## src/rtl/serial_adder_ctrl.sv

```systemverilog
// Bit-serial adder controller: one full-adder slice walked over WIDTH cycles, LSB first,
// with start/busy/done handshake and registered sum, carry-out and signed overflow.
module serial_adder_ctrl #(
   parameter int unsigned WIDTH = 8
) (
   input  logic             clk,
   input  logic             rst,
   input  logic             start,
   input  logic [WIDTH-1:0] a,
   input  logic [WIDTH-1:0] b,
   input  logic             cin,
   output logic             busy,
   output logic             done,
   output logic [WIDTH-1:0] sum,
   output logic             cout,
   output logic             ovf
);

   localparam int unsigned CW = $clog2(WIDTH) + 1;

   typedef enum logic [1:0] {
      IDLE = 2'd0,
      RUN  = 2'd1,
      DONE = 2'd2
   } state_t;

   state_t           state, state_n;
   logic [WIDTH-1:0] opa, opa_n;
   logic [WIDTH-1:0] opb, opb_n;
   logic [WIDTH-1:0] acc, acc_n;
   logic [WIDTH-1:0] sum_n;
   logic             carry, carry_n;
   logic             cout_n, ovf_n;
   logic [CW-1:0]    cnt, cnt_n;
   logic             s_bit, co_bit;

   // Next-state and datapath update; one adder slice shared across all bits
   always_comb begin
      state_n = state;
      opa_n   = opa;
      opb_n   = opb;
      acc_n   = acc;
      carry_n = carry;
      cnt_n   = cnt;
      sum_n   = sum;
      cout_n  = cout;
      ovf_n   = ovf;
      s_bit   = opa[0] ^ opb[0] ^ carry;
      co_bit  = (opa[0] & opb[0]) | (opa[0] & carry) | (opb[0] & carry);

      case (state)
         IDLE: begin
            if (start) begin
               opa_n   = a;
               opb_n   = b;
               carry_n = cin;
               cnt_n   = '0;
               state_n = RUN;
            end
         end
         RUN: begin
            carry_n = co_bit;
            opa_n   = opa >> 1;
            opb_n   = opb >> 1;
            acc_n   = (acc >> 1) | (WIDTH'(s_bit) << (WIDTH - 1));
            cnt_n   = cnt + CW'(1);
            // Last bit: carry still holds the carry into the MSB here
            if (cnt == CW'(WIDTH - 1)) begin
               sum_n   = acc_n;
               cout_n  = co_bit;
               ovf_n   = carry ^ co_bit;
               state_n = DONE;
            end
         end
         DONE:    state_n = IDLE;
         default: state_n = IDLE;
      endcase
   end

   // State, datapath and output registers; busy/done registered from next state
   always_ff @(posedge clk) begin
      if (rst) begin
         state <= IDLE;
         opa   <= '0;
         opb   <= '0;
         acc   <= '0;
         carry <= 1'b0;
         cnt   <= '0;
         sum   <= '0;
         cout  <= 1'b0;
         ovf   <= 1'b0;
         busy  <= 1'b0;
         done  <= 1'b0;
      end else begin
         state <= state_n;
         opa   <= opa_n;
         opb   <= opb_n;
         acc   <= acc_n;
         carry <= carry_n;
         cnt   <= cnt_n;
         sum   <= sum_n;
         cout  <= cout_n;
         ovf   <= ovf_n;
         busy  <= (state_n == RUN);
         done  <= (state_n == DONE);
      end
   end

endmodule

```

## config.mk

```make
export PLATFORM = sky130hd
export DESIGN_NAME = serial_adder_ctrl
export DESIGN_NICKNAME = d
export VERILOG_FILES = /design/src/rtl/serial_adder_ctrl.sv
export SDC_FILE = /design/constraint.sdc
export NUM_CORES = 1
export LEC_CHECK = 0
export BUFFER_PORTS_ARGS = -buffer_cell sky130_fd_sc_hd__buf_2
export CAP_MARGIN = 20
export CORE_MARGIN = 2
export CORE_UTILIZATION = 60
export CTS_BUF_LIST = sky130_fd_sc_hd__clkbuf_4
export CTS_CLUSTER_SIZE = 14
export DETAILED_ROUTE_END_ITERATION = 6
export PLACE_DENSITY = 0.9
export SLEW_MARGIN = 20
export SYNTH_ARGS = -nofsm -noshare
export SYNTH_HDL_FRONTEND = slang
export SYNTH_SLANG_ARGS = --single-unit
```

## constraint.sdc

```tcl
create_clock -name clk -period 2.3 [get_ports clk]
set_input_delay 0.345 -clock clk [delete_from_list [all_inputs] [get_ports clk]]
set_output_delay 0.345 -clock clk [all_outputs]
set_load 0.02 [all_outputs]
```

-- Word level (Yosys, flattened, before mapping)
Cells that the tools add are included.
- RAM bits: 0
- bits in registers: 43
- input port bits: 20
- word-level logic and storage cells: 41
- memories: 0
- bits in latches: 0
- bits in read-only memories: 0
- output and inout bits: 12
- div/mod/pow operators: 0
- $lt $le $gt $ge: 0
- add/subtract/negate cells: 1
- equal/unequal tests: 5
- reductions and logical operators: 4
- shifts and indexed selects: 0
- mux-type cells: 11
- bitwise logic cells: 9
- multiply operators: 0
- operators with widths (kind ; count):
    8-bit case mux with 2 select lines ; 2
    8-bit two-way mux ; 2
    7-bit by 8-bit bitwise OR with 8-bit output ; 1
    4-bit case mux with 2 select lines ; 1
    4-bit by 1-bit adder with 4-bit output, second input constant ; 1
    2-bit by 1-bit == test with 1-bit output, second input constant ; 2
    4-bit by 3-bit == test with 1-bit output, second input constant ; 1
    2-bit two-way mux ; 2
    4-bit two-way mux ; 1
    2-bit case mux with 2 select lines ; 1
    2-bit AND reduction ; 2
    1-bit AND ; 3
    1-bit bitwise XOR ; 3
    2-bit == test, second input constant ; 1
    2-bit zero test ; 1
    2-bit != test, second input constant ; 1
    1-bit bitwise OR ; 2
    1-bit case mux with 2 select lines ; 1
    2-bit nonzero test ; 1
    1-bit two-way mux ; 1

-- Depth between registers and ports, before layout
Gate-level depths: netlist of run 1.
- depth in word-level cells: 4
- depth in mapped cells: 5
- depth with buffers taken out: 4

-- Worst setup path before layout of run 1
No wires, ideal clock.
- path kind: reg2reg
- start: register cnt[0]
- end: register sum[0]
- setup time: 0.071 ns
- period minus slack after synthesis: 1.237 ns
- setup slack: 1.063 ns
- data required time: 2.229 ns
- arrival time: 1.166 ns
- cell stages (with the launch flop): 6
- cells stage by stage: dfxtp_1 ha_1 and4b_1 buf_2 nand3_1 a21oi_1
- word-level cells in the longest chain between the ends: 2
- ends and longest elaborated chain (item ; RTL line ; text):
    start, declared ; 34 ; logic [CW-1:0] cnt, cnt_n;
    start signal, assigned ; 100 ; cnt <= cnt_n;
    4-bit by 3-bit == test with 1-bit output ; 68 ; if (cnt == CW'(WIDTH - 1)) begin
    2-bit AND reduction (no line) ; - ;
    end signal, assigned ; 101 ; sum <= sum_n;
    end, declared ; 14 ; output logic [WIDTH-1:0] sum,
Every way passes these cells.
A chain may end at the register's enable or synchronous reset.

-- Worst setup path in the final report of run 1
- start: register cnt[0]
- end: register ovf
- word-level cells in the longest chain between the ends: 2
- ends and longest elaborated chain (item ; RTL line ; text):
    4-bit by 3-bit == test with 1-bit output ; 68 ;
    2-bit AND reduction (no line) ; - ;
    end signal, assigned ; 103 ; ovf <= ovf_n;
    end, declared ; 16 ; output logic ovf
Every way passes these cells.

==> run summary, run 1 <==
The CTS H-tree depth was 2; the number of cells traversed by the worst register-to-register path was 4. The logs give 32 for the I/O pin count and 1830 ps for the signal arrival time at the worst endpoint. The sum of negative setup slack came out at 0 ps. The worst setup path is captured at a flop. The share of the synthesized area in the top cell type was 51.9%. The number of setup buffers added after CTS is 0. The max capacitance violation total was 0; the number of slew-limit violations in the final report was 0. The tools report the hold path startpoint as a[7]. Highest achievable clock rate: 0.642 GHz. The flow ran to the end, and the final reports show no timing, DRC or antenna violations.

Endpoint of the lowest-slack register-to-register path: ovf$_SDFFE_PP0P_. After the flow finishes, the layout carries non-filler instances totaling 240. For the final database, setup skew stands at 12.4 ps. The area added between synthesis and finish came out at 10.9%. The number of different library cells used by synthesis comes to 31. The worst hold path stage count is 3, and the effective utilization at floorplan is 64.3%. The tools report the total via count after detailed routing as 1,462. TritonCTS built the clock tree. The share of total power dissipated in sequential elements is 61.9%.

The count of synthesis-stage warnings from yosys was 0. The power density of the placed cells came out at 703 mW/mm^2. For the worst setup path, the data required time is 2580 ps.

After clock tree synthesis, the clock-pin slew on the worst setup and hold paths is 120 ps. Power comes to 1.26 mW. Number of enable flip-flop cells after synthesis: 0. In this run, the combinational gates consume 9.7% of the power. In the synthesized netlist the dominant register cell turns out to be sky130_fd_sc_hd__dfxtp_1. For this run, the detailed router's first-pass iteration total came to 4. In the post-synthesis netlist, the biggest area contributors are sky130_fd_sc_hd__dfxtp_1, sky130_fd_sc_hd__a21oi_1, sky130_fd_sc_hd__o22ai_1, sky130_fd_sc_hd__o21ai_0, sky130_fd_sc_hd__nand2_1. Entering global routing, the biggest net connects 29 pins. The number of failing hold endpoints at the final stage was 0. Cells fill 71.3% of the core in the end.

At the later pin of the worst-skew pair, clock insertion delay measures 350 ps. The first-pass GRT wire length is 5730 um. Routability-driven placement finished with a final weighted congestion of 0.779. The die covers 0.00313 sq mm. Counting every sink on the clock net gives 42.

The cell leakage power was 0.703 nW; the summed instance area of the synthesized netlist was 0.00162 sq mm. After synthesis, the mean cell area works out to 8.67 sq um. The fraction of final layout cells with drive strength greater than 1 was 19.5%; the number of storage elements in the synthesis netlist was 42. Once placement completed, the tool counted placed cells totaling 232. The root buffer selected by CTS is sky130_fd_sc_hd__clkbuf_4. The worst register-to-register path begins at cnt[0]$_SDFFE_PP0P_.

The count of nets after finishing was 231. The cell type with the highest aggregate area in the netlist was sky130_fd_sc_hd__dfxtp_1. In this run, post-CTS hold repair placed 0 buffers.

For hold timing, the worst endpoint is opa[7]$_SDFFE_PP0P_. In the synthesized netlist the async set-or-reset flop fraction comes to 0%. Type of the worst min-delay path: in2reg. Setup violations remaining at the end of the flow were counted as 0. Net switching is 25.7% of the power. TritonCTS created 5 clock buffers.

The reg2reg setup slack is 740 ps, and the total nets after synthesis is 209. The number of antenna violations at the first check in global routing was 0. The logs give 3520 um for the total wire length and 0 for the post-cts gate resize count.

For this run, design rule violations remaining after detail routing come to 0. The clock period could shrink to 1560 ps. 0 antenna diodes ended up in the layout.

The tools report the internal power as 0.938 mW. The vertical die dimension came out at 56.0 um. The logs give 18 for the row count and 55.6% for the headroom to the max-slew limit. The via count of the first global-routing pass came out at 1,266. The analysis attributes to net switching a power of 0.325 mW.

The average detailed-routed wire length per instance is 14.7 um, and the core region area is 0.00252 sq mm. Summed over all nets, the half-perimeter wirelength after detailed placement is 2450 um. The final critical path takes up 67.7% of the cycle.

The number of instances in the synthesized netlist was 187; the via density per instance was 6.09. STA classifies the critical path startpoint as a flop. In this run the remaining antenna-violating nets after routing total 0. The buffer depth of the longest clock path is 2, and the slew at the pin closest to its max-slew limit is 664 ps. Setup repair after global routing left no endpoint under its margin. For the portion of the post-synthesis area used by sequential elements, the log shows 51.9%. IR analysis of the VDD net gives a maximum drop of 712 uV. In this run the horizontal extent of the chip is 56.0 um. Of all nets on the critical path, the largest fanout is 13. The count of buffers added on input and output ports is 31. Total congestion overflow after global routing: 0. In the global route stage, overall resource usage came out at 23.4%.

For the relative contribution of the clock network to total power, the log shows 28.4%. The worst setup path is of the reg2reg kind. The tools report the number of DRC violations after detailed-routing iteration 0 as 58.
placed cells by master (no fill, tap or decap), types with 5 or more instances in the layout:
cell and count:
sky130_fd_sc_hd__dfxtp_1 42, sky130_fd_sc_hd__nand2_1 15, sky130_fd_sc_hd__a21oi_1 33, sky130_fd_sc_hd__o21ai_1 6, sky130_fd_sc_hd__clkbuf_4 6, sky130_fd_sc_hd__nor3_1 5, sky130_fd_sc_hd__o21ai_0 18, sky130_fd_sc_hd__buf_2 31
sky130_fd_sc_hd__o22ai_1 15, sky130_fd_sc_hd__nand3_1 11
state kept, by name, indices dropped and copies added, names as in the netlist:
name   flops
opa        8
opb        8
sum        8
acc        7
cnt        4
state      2
busy       1
carry      1
cout       1
done       1
ovf        1
metrics by stage:
step           hold WS, ps  worst slack, ps  area [sq um]
3_5_place_dp           462              742          1740
5_1_grt                249              590          1800
3_3_place_gp           446              875          1740
6_report               258              742          1800
4_1_cts                253              736          1800
2_1_floorplan          437             1060          1620
worst max path at each step:
stage / startpoint / endpoint / cells past startpoint / slack, ps
4_1_cts: cnt[0]$_SDFFE_PP0P_ / ovf$_SDFFE_PP0P_ / 4 / 740
6_report: cnt[0]$_SDFFE_PP0P_ / ovf$_SDFFE_PP0P_ / 4 / 740
2_1_floorplan: cnt[0]$_SDFFE_PP0P_ / sum[0]$_SDFFE_PP0P_ / 5 / 1060
3_3_place_gp: cnt[0]$_SDFFE_PP0P_ / ovf$_SDFFE_PP0P_ / 4 / 880
3_5_place_dp: cnt[0]$_SDFFE_PP0P_ / ovf$_SDFFE_PP0P_ / 4 / 740
5_1_grt: cnt[0]$_SDFFE_PP0P_ / ovf$_SDFFE_PP0P_ / 4 / 590
worst max-delay path, cell delays in order (launching register included):
cell and delay [ps]:
sky130_fd_sc_hd__dfxtp_1 380, sky130_fd_sc_hd__ha_1 210, sky130_fd_sc_hd__and4b_1 500, sky130_fd_sc_hd__a21oi_1 150
sky130_fd_sc_hd__a311oi_1 240
per-layer routing:
metal	up-vias	wire [um]	global-route usage, %
met4	0	69	10.5
met5	-	0	0
met2	64	1720	36.5
met1	670	1500	29.3
li1	721	-	-
met3	7	237	7.67
power by group through the flow:
stage / clock network [mW] / registers [mW] / logic, mW
final: 0.359 / 0.782 / 0.122
after global routing: 0.396 / 0.786 / 0.137
after CTS: 0.363 / 0.781 / 0.122
after detailed placement: 0 / 0.798 / 0.122
after global placement: 0 / 0.795 / 0.114
after floorplan: 0 / 0.792 / 0.0916
cell usage after synthesis, types with 2 or more instances:
cell type                   n
sky130_fd_sc_hd__nand2b_1   2
sky130_fd_sc_hd__nor3_1     5
sky130_fd_sc_hd__o21ai_1    6
sky130_fd_sc_hd__o21ai_0   18
sky130_fd_sc_hd__dfxtp_1   42
sky130_fd_sc_hd__nand2_1   15
sky130_fd_sc_hd__inv_2      2
sky130_fd_sc_hd__buf_2      5
sky130_fd_sc_hd__a22oi_1    3
sky130_fd_sc_hd__nand3_1   11
sky130_fd_sc_hd__nor2_1     4
sky130_fd_sc_hd__a21oi_1   33
sky130_fd_sc_hd__clkbuf_1   9
sky130_fd_sc_hd__o22ai_1   15
kinds of logic (layout without fill, tap and decap cells):
kind of cell	Yosys count	after routing	synth area share, %
AND/OR/NAND/NOR	42	42	12.6
buffers and inverters	19	42	5.01
XOR/XNOR	1	1	0.540
flip-flops	42	42	51.9
multiplexers	1	1	0.617
adder cells (fa/ha/maj)	2	2	2.01
AO/OA/AOI/OAI	80	80	27.4
cell type report:
class / count / area (sq um)
Inverter: 3 / 11.3
Clock inverter: 2 / 8.76
Tap cell: 30 / 37.5
Fill cell: 229 / 724
Multi-Input combinational cell: 126 / 699
Timing Repair Buffer: 31 / 155
Sequential cell: 42 / 841
Clock buffer: 6 / 45.0
(Power assumes the default switching activity.)
==> run 2: changes to the inputs <==
--- a/config.mk
+++ b/config.mk
@@ -5,14 +5,15 @@
 export SDC_FILE = /design/constraint.sdc
 export NUM_CORES = 1
 export LEC_CHECK = 0
+export ABC_AREA = 1
 export BUFFER_PORTS_ARGS = -buffer_cell sky130_fd_sc_hd__buf_2
 export CAP_MARGIN = 20
 export CORE_MARGIN = 2
-export CORE_UTILIZATION = 60
+export CORE_UTILIZATION = 57
 export CTS_BUF_LIST = sky130_fd_sc_hd__clkbuf_4
 export CTS_CLUSTER_SIZE = 14
 export DETAILED_ROUTE_END_ITERATION = 6
-export PLACE_DENSITY = 0.9
+export PLACE_DENSITY = 0.85
 export SLEW_MARGIN = 20
 export SYNTH_ARGS = -nofsm -noshare
 export SYNTH_HDL_FRONTEND = slang
==> constraint.sdc (replaced) <==
create_clock -name clk -period 1.45 [get_ports clk]
set_input_delay 0.2175 -clock clk [delete_from_list [all_inputs] [get_ports clk]]
set_output_delay 0.2175 -clock clk [all_outputs]
set_load 0.02 [all_outputs]
==> run summary, run 2 <==
The number of storage elements in the synthesis netlist was 42 (unchanged). The power density of the placed cells came out at 988 mW/mm^2 (was 703 mW/mm^2). The post-route clock period utilization was 93.0% (was 67.7%); the clock edge transition at the registers on the reported setup and hold paths was 110 ps (was 120 ps). The minimum period implied by the final worst setup slack was 1350 ps (was 1560 ps); the vertical die dimension was 59.8 um (was 56.0 um). The total congestion overflow after global routing was 0 (unchanged).

Top Registers: opa x8, opb x8, sum x8 (unchanged). The worst hold slack across all endpoints is 113 ps (was 258 ps), and the row count is 20 (was 18). The number of enable flip-flop cells after synthesis is 0 (unchanged). The logs give 79 (was 58) for the number of DRC violations after detailed-routing iteration 0 and 28 (was 29) for the largest net degree at the start of global routing. The count of synthesis-stage warnings from yosys came out at 0 (unchanged).

The final cell count without fillers came out at 322 (was 240). Cell types with the largest area share after synthesis: sky130_fd_sc_hd__dfxtp_1, sky130_fd_sc_hd__nand2_1, sky130_fd_sc_hd__nand3_1, sky130_fd_sc_hd__nor2_1, sky130_fd_sc_hd__inv_1 (was sky130_fd_sc_hd__dfxtp_1, sky130_fd_sc_hd__a21oi_1, sky130_fd_sc_hd__o22ai_1, sky130_fd_sc_hd__o21ai_0, sky130_fd_sc_hd__nand2_1). For the count of unique library cells instantiated by Yosys, the log shows 18 (was 31).

The hold buffer count at cts was 0 (unchanged); the remaining antenna violation count after routing was 0 (unchanged). For the highest achievable clock rate, the log shows 0.741 GHz (was 0.642 GHz). The tools report the endpoint of the lowest-slack register-to-register path as sum[2]$_SDFFE_PP0P_ (was ovf$_SDFFE_PP0P_). The internal power came out at 1.50 mW (was 0.938 mW). The cell type with the highest aggregate area in the netlist was sky130_fd_sc_hd__dfxtp_1 (unchanged). For the portion of the post-synthesis area used by sequential elements, the log shows 47.4% (was 51.9%). For the final setup violation count, the log shows 0 (unchanged). The tools report the half-perimeter wire length of the detailed placement result as 2460 um (was 2450 um).

TritonCTS built the clock tree. The clock sink count was 42 (unchanged); the fraction of registers with async set or reset after synthesis was 0% (unchanged). The buffer depth of the longest clock path is 2 (unchanged). The tools report the root buffer selected by CTS as sky130_fd_sc_hd__clkbuf_4 (unchanged).

The signal arrival time at the worst endpoint was 1600 ps (was 1830 ps); the area added between synthesis and finish was 16.1% (was 10.9%). The worst min-delay path endpoint is opb[7]$_SDFFE_PP0P_ (was opa[7]$_SDFFE_PP0P_). The logs give 32 (unchanged) for the I/O pin count and 21.6% (was 23.4%) for the global routing usage summed across all routing layers. The number of failing hold endpoints at the final stage is 0 (unchanged), and the maximum vdd drop is 693 uV (was 712 uV). The final standard cell utilization of the core is 68.5% (was 71.3%). Top cell types by occurrence after synthesis: sky130_fd_sc_hd__nand2_1, sky130_fd_sc_hd__nand3_1, sky130_fd_sc_hd__dfxtp_1, sky130_fd_sc_hd__nor2_1, sky130_fd_sc_hd__inv_1 (was sky130_fd_sc_hd__dfxtp_1, sky130_fd_sc_hd__a21oi_1, sky130_fd_sc_hd__o21ai_0). The run gives 2 (unchanged) as the CTS H-tree depth. Number of instances in the synthesized netlist: 251 (was 187).

The run finished with clean final reports. The residual DRC count came out at 0 (unchanged). The type of the worst min-delay path was in2reg (unchanged).

The cell leakage power came out at 1.05 nW (was 0.703 nW). The core region area came out at 0.00300 sq mm (was 0.00252 sq mm). The tools report the relative contribution of the clock network to total power as 26.9% (was 28.4%).

The fraction of final layout cells with drive strength greater than 1 came out at 20.1% (was 19.5%). The hold path startpoint was b[7] (was a[7]). The tools report the total via count after detailed routing as 1,669 (was 1,462). The launching element type of the critical path is a flop (unchanged). The reg2reg setup slack is 100 ps (was 740 ps), and the number of slew-limit violations in the final report is 0 (unchanged). The power spent charging and discharging nets is 0.529 mW (was 0.325 mW), and the slew at the pin closest to its max-slew limit is 327 ps (was 664 ps). For the number of iterations in the first detailed-routing pass, the log shows 4 (unchanged).

The run gives 0 (unchanged) as the number of antenna violations at the first check in global routing. The tools report the combinational power share as 12.3% (was 9.7%). The kind of critical path was reg2reg (unchanged). The worst hold path stage count is 3 (unchanged), and the average detailed-routed wire length per instance is 10.9 um (was 14.7 um). Largest clock skew in the final design: 9.32 ps (was 12.4 ps). The capturing element type of the critical path is a flop (unchanged). Leading cell types in the layout, fill and taps excluded: sky130_fd_sc_hd__nand2_1, sky130_fd_sc_hd__nand3_1, sky130_fd_sc_hd__dfxtp_1, sky130_fd_sc_hd__nor2_1, sky130_fd_sc_hd__buf_2 (was sky130_fd_sc_hd__dfxtp_1, sky130_fd_sc_hd__a21oi_1, sky130_fd_sc_hd__buf_2, sky130_fd_sc_hd__o21ai_0). Dominant synthesized flop cell: sky130_fd_sc_hd__dfxtp_1 (unchanged). First-pass GRT wire length: 5760 um (was 5730 um).

The summed instance area of the synthesized netlist was 0.00177 sq mm (was 0.00162 sq mm); the die area was 0.00357 sq mm (was 0.00313 sq mm). The tools report the count of antenna diodes in the layout as 0 (unchanged). The post-synthesis area per instance was 7.06 sq um (was 8.67 sq um); the layout filler cell count was 269 (was 229). The final estimated routing congestion in global placement came out at 0.764 (was 0.779). The headroom to the max-slew limit is 78.2% (was 55.6%).

The switching power share of the total is 26.0% (was 25.7%), and the peak fanout along the critical path is 11 (was 13). The count of nets after finishing was 310 (was 231); the part of the power in registers was 60.9% (was 61.9%). The logs give 273 (was 209) for the total nets after synthesis and 1,371 (was 1,266) for the via count of the first global-routing pass. The most numerous cell in the Yosys netlist was sky130_fd_sc_hd__nand2_1 (was sky130_fd_sc_hd__dfxtp_1). The origin of the critical flop-to-flop path is cnt[0]$_SDFFE_PP0P_ (unchanged).

The width of the die came out at 59.8 um (was 56.0 um). Via density per instance: 5.18 (was 6.09). The run gives 3500 um (was 3520 um) as the total wire length.

The most common cell after layout, fill and taps aside was sky130_fd_sc_hd__nand2_1 (was sky130_fd_sc_hd__dfxtp_1). The share of the synthesized area in the top cell type was 47.4% (was 51.9%). The clock latency of the later-clocked register in the worst-skew pair is 340 ps (was 350 ps), and the TritonCTS buffer count is 5 (unchanged). The max capacitance violation total came out at 0 (unchanged). The number of cells traversed by the worst register-to-register path came out at 7 (was 4). Effective utilization at floorplan: 59.0% (was 64.3%). The logs give 1700 ps (was 2580 ps) for the critical path required time and 311 (was 232) for the placed cell count. The count of buffers from port buffering came out at 31 (unchanged).
## run 2: changes by cell type in the layout (fill, tap and decap cells not counted), moves of 5 or more
cell / delta
sky130_fd_sc_hd__o21ai_1: -6
sky130_fd_sc_hd__buf_4: +11
sky130_fd_sc_hd__nor2_1: +37
sky130_fd_sc_hd__nor3_1: -5
sky130_fd_sc_hd__a21oi_1: -25
sky130_fd_sc_hd__o21ai_0: -8
sky130_fd_sc_hd__nand3_1: +33
sky130_fd_sc_hd__o22ai_1: -15
sky130_fd_sc_hd__nand2_1: +47
sky130_fd_sc_hd__inv_1: +18
## run 2: layer usage
| metal | global-route usage (%) | part of all wire, % | vias to the layer above |
|---|---|---|---|
| met4 | 7.62 | 1.2 | 0 |
| li1 | - | - | 862 |
| met1 | 27.2 | 45 | 745 |
| met5 | 0 | 0 | - |
| met3 | 6.49 | 5.7 | 5 |
| met2 | 34.9 | 48 | 57 |
## run 2: kinds of logic after synthesis
logic type	count (synthesis)	share of synthesized area [%]
compound gates	18	5.08
xor+xnor	1	0.494
fa+ha+maj	2	1.83
buf+inv	35	8.40
flops	42	47.4
simple gates	153	36.8
## run 2: final cells by class
| cell class | instances | area [sq um] | area share, % |
|---|---|---|---|
| clock buffer | 6 | 45.0 | 2.19 |
| clock inverter | 2 | 8.76 | 0.426 |
| inverter | 22 | 82.6 | 4.01 |
| multi-input combinational | 175 | 802 | 39.0 |
| sequential | 42 | 841 | 40.9 |
| tap | 33 | 41.3 | 2.01 |
| timing repair buffer | 42 | 238 | 11.6 |
## run 2: worst max-delay path by stage
stage                                   start             endpoint  slack, ps  depth (start not counted)
after global routing      cnt[0]$_SDFFE_PP0P_  sum[7]$_SDFFE_PP0P_        -30                          7
after CTS                 cnt[0]$_SDFFE_PP0P_  sum[7]$_SDFFE_PP0P_         20                          7
after floorplan           cnt[0]$_SDFFE_PP0P_     ovf$_SDFFE_PP0P_        220                          7
final                     cnt[0]$_SDFFE_PP0P_  sum[2]$_SDFFE_PP0P_        100                          7
after global placement    cnt[0]$_SDFFE_PP0P_  sum[2]$_SDFFE_PP0P_        120                          7
after detailed placement  cnt[0]$_SDFFE_PP0P_  sum[1]$_SDFFE_PP0P_         60                          7
## run 2: power by group through the flow
stage          clock network, mW  registers, mW  logic [mW]
3_3_place_gp                   0           1.26       0.244
2_1_floorplan                  0           1.26       0.171
6_report                   0.546           1.24       0.250
3_5_place_dp                   0           1.26       0.247
4_1_cts                    0.560           1.24       0.249
5_1_grt                    0.635           1.24       0.285
## run 2: per-stage QoR
| step | instance area [sq um] | power [mW] | setup slack [ps] | TNS [ps] |
|---|---|---|---|---|
| 2_1_floorplan | 1770 | 1.43 | 221 | 0 |
| 3_3_place_gp | 1970 | 1.51 | 121 | 0 |
| 3_5_place_dp | 1970 | 1.51 | 60.5 | 0 |
| 4_1_cts | 2020 | 2.05 | 24.5 | 0 |
| 5_1_grt | 2060 | 2.16 | -30.1 | -78.5 |
| 6_report | 2060 | 2.03 | 101 | 0 |
## run 2: worst max-delay path, cell delays in order (launching register included)
cell and delay (ps):
sky130_fd_sc_hd__dfxtp_1 380, sky130_fd_sc_hd__ha_1 170, sky130_fd_sc_hd__nand2_1 100, sky130_fd_sc_hd__nor2_2 170, sky130_fd_sc_hd__nand2_4 140, sky130_fd_sc_hd__buf_4 170
sky130_fd_sc_hd__nand3_1 60, sky130_fd_sc_hd__nand2_1 50
## run 2: repair_timing
action | CTS | global route
hold endpoints to repair | 0 | 0
setup endpoints to repair | 0 | 8
setup buffers | 0 | 2
gates resized for setup | 0 | 3
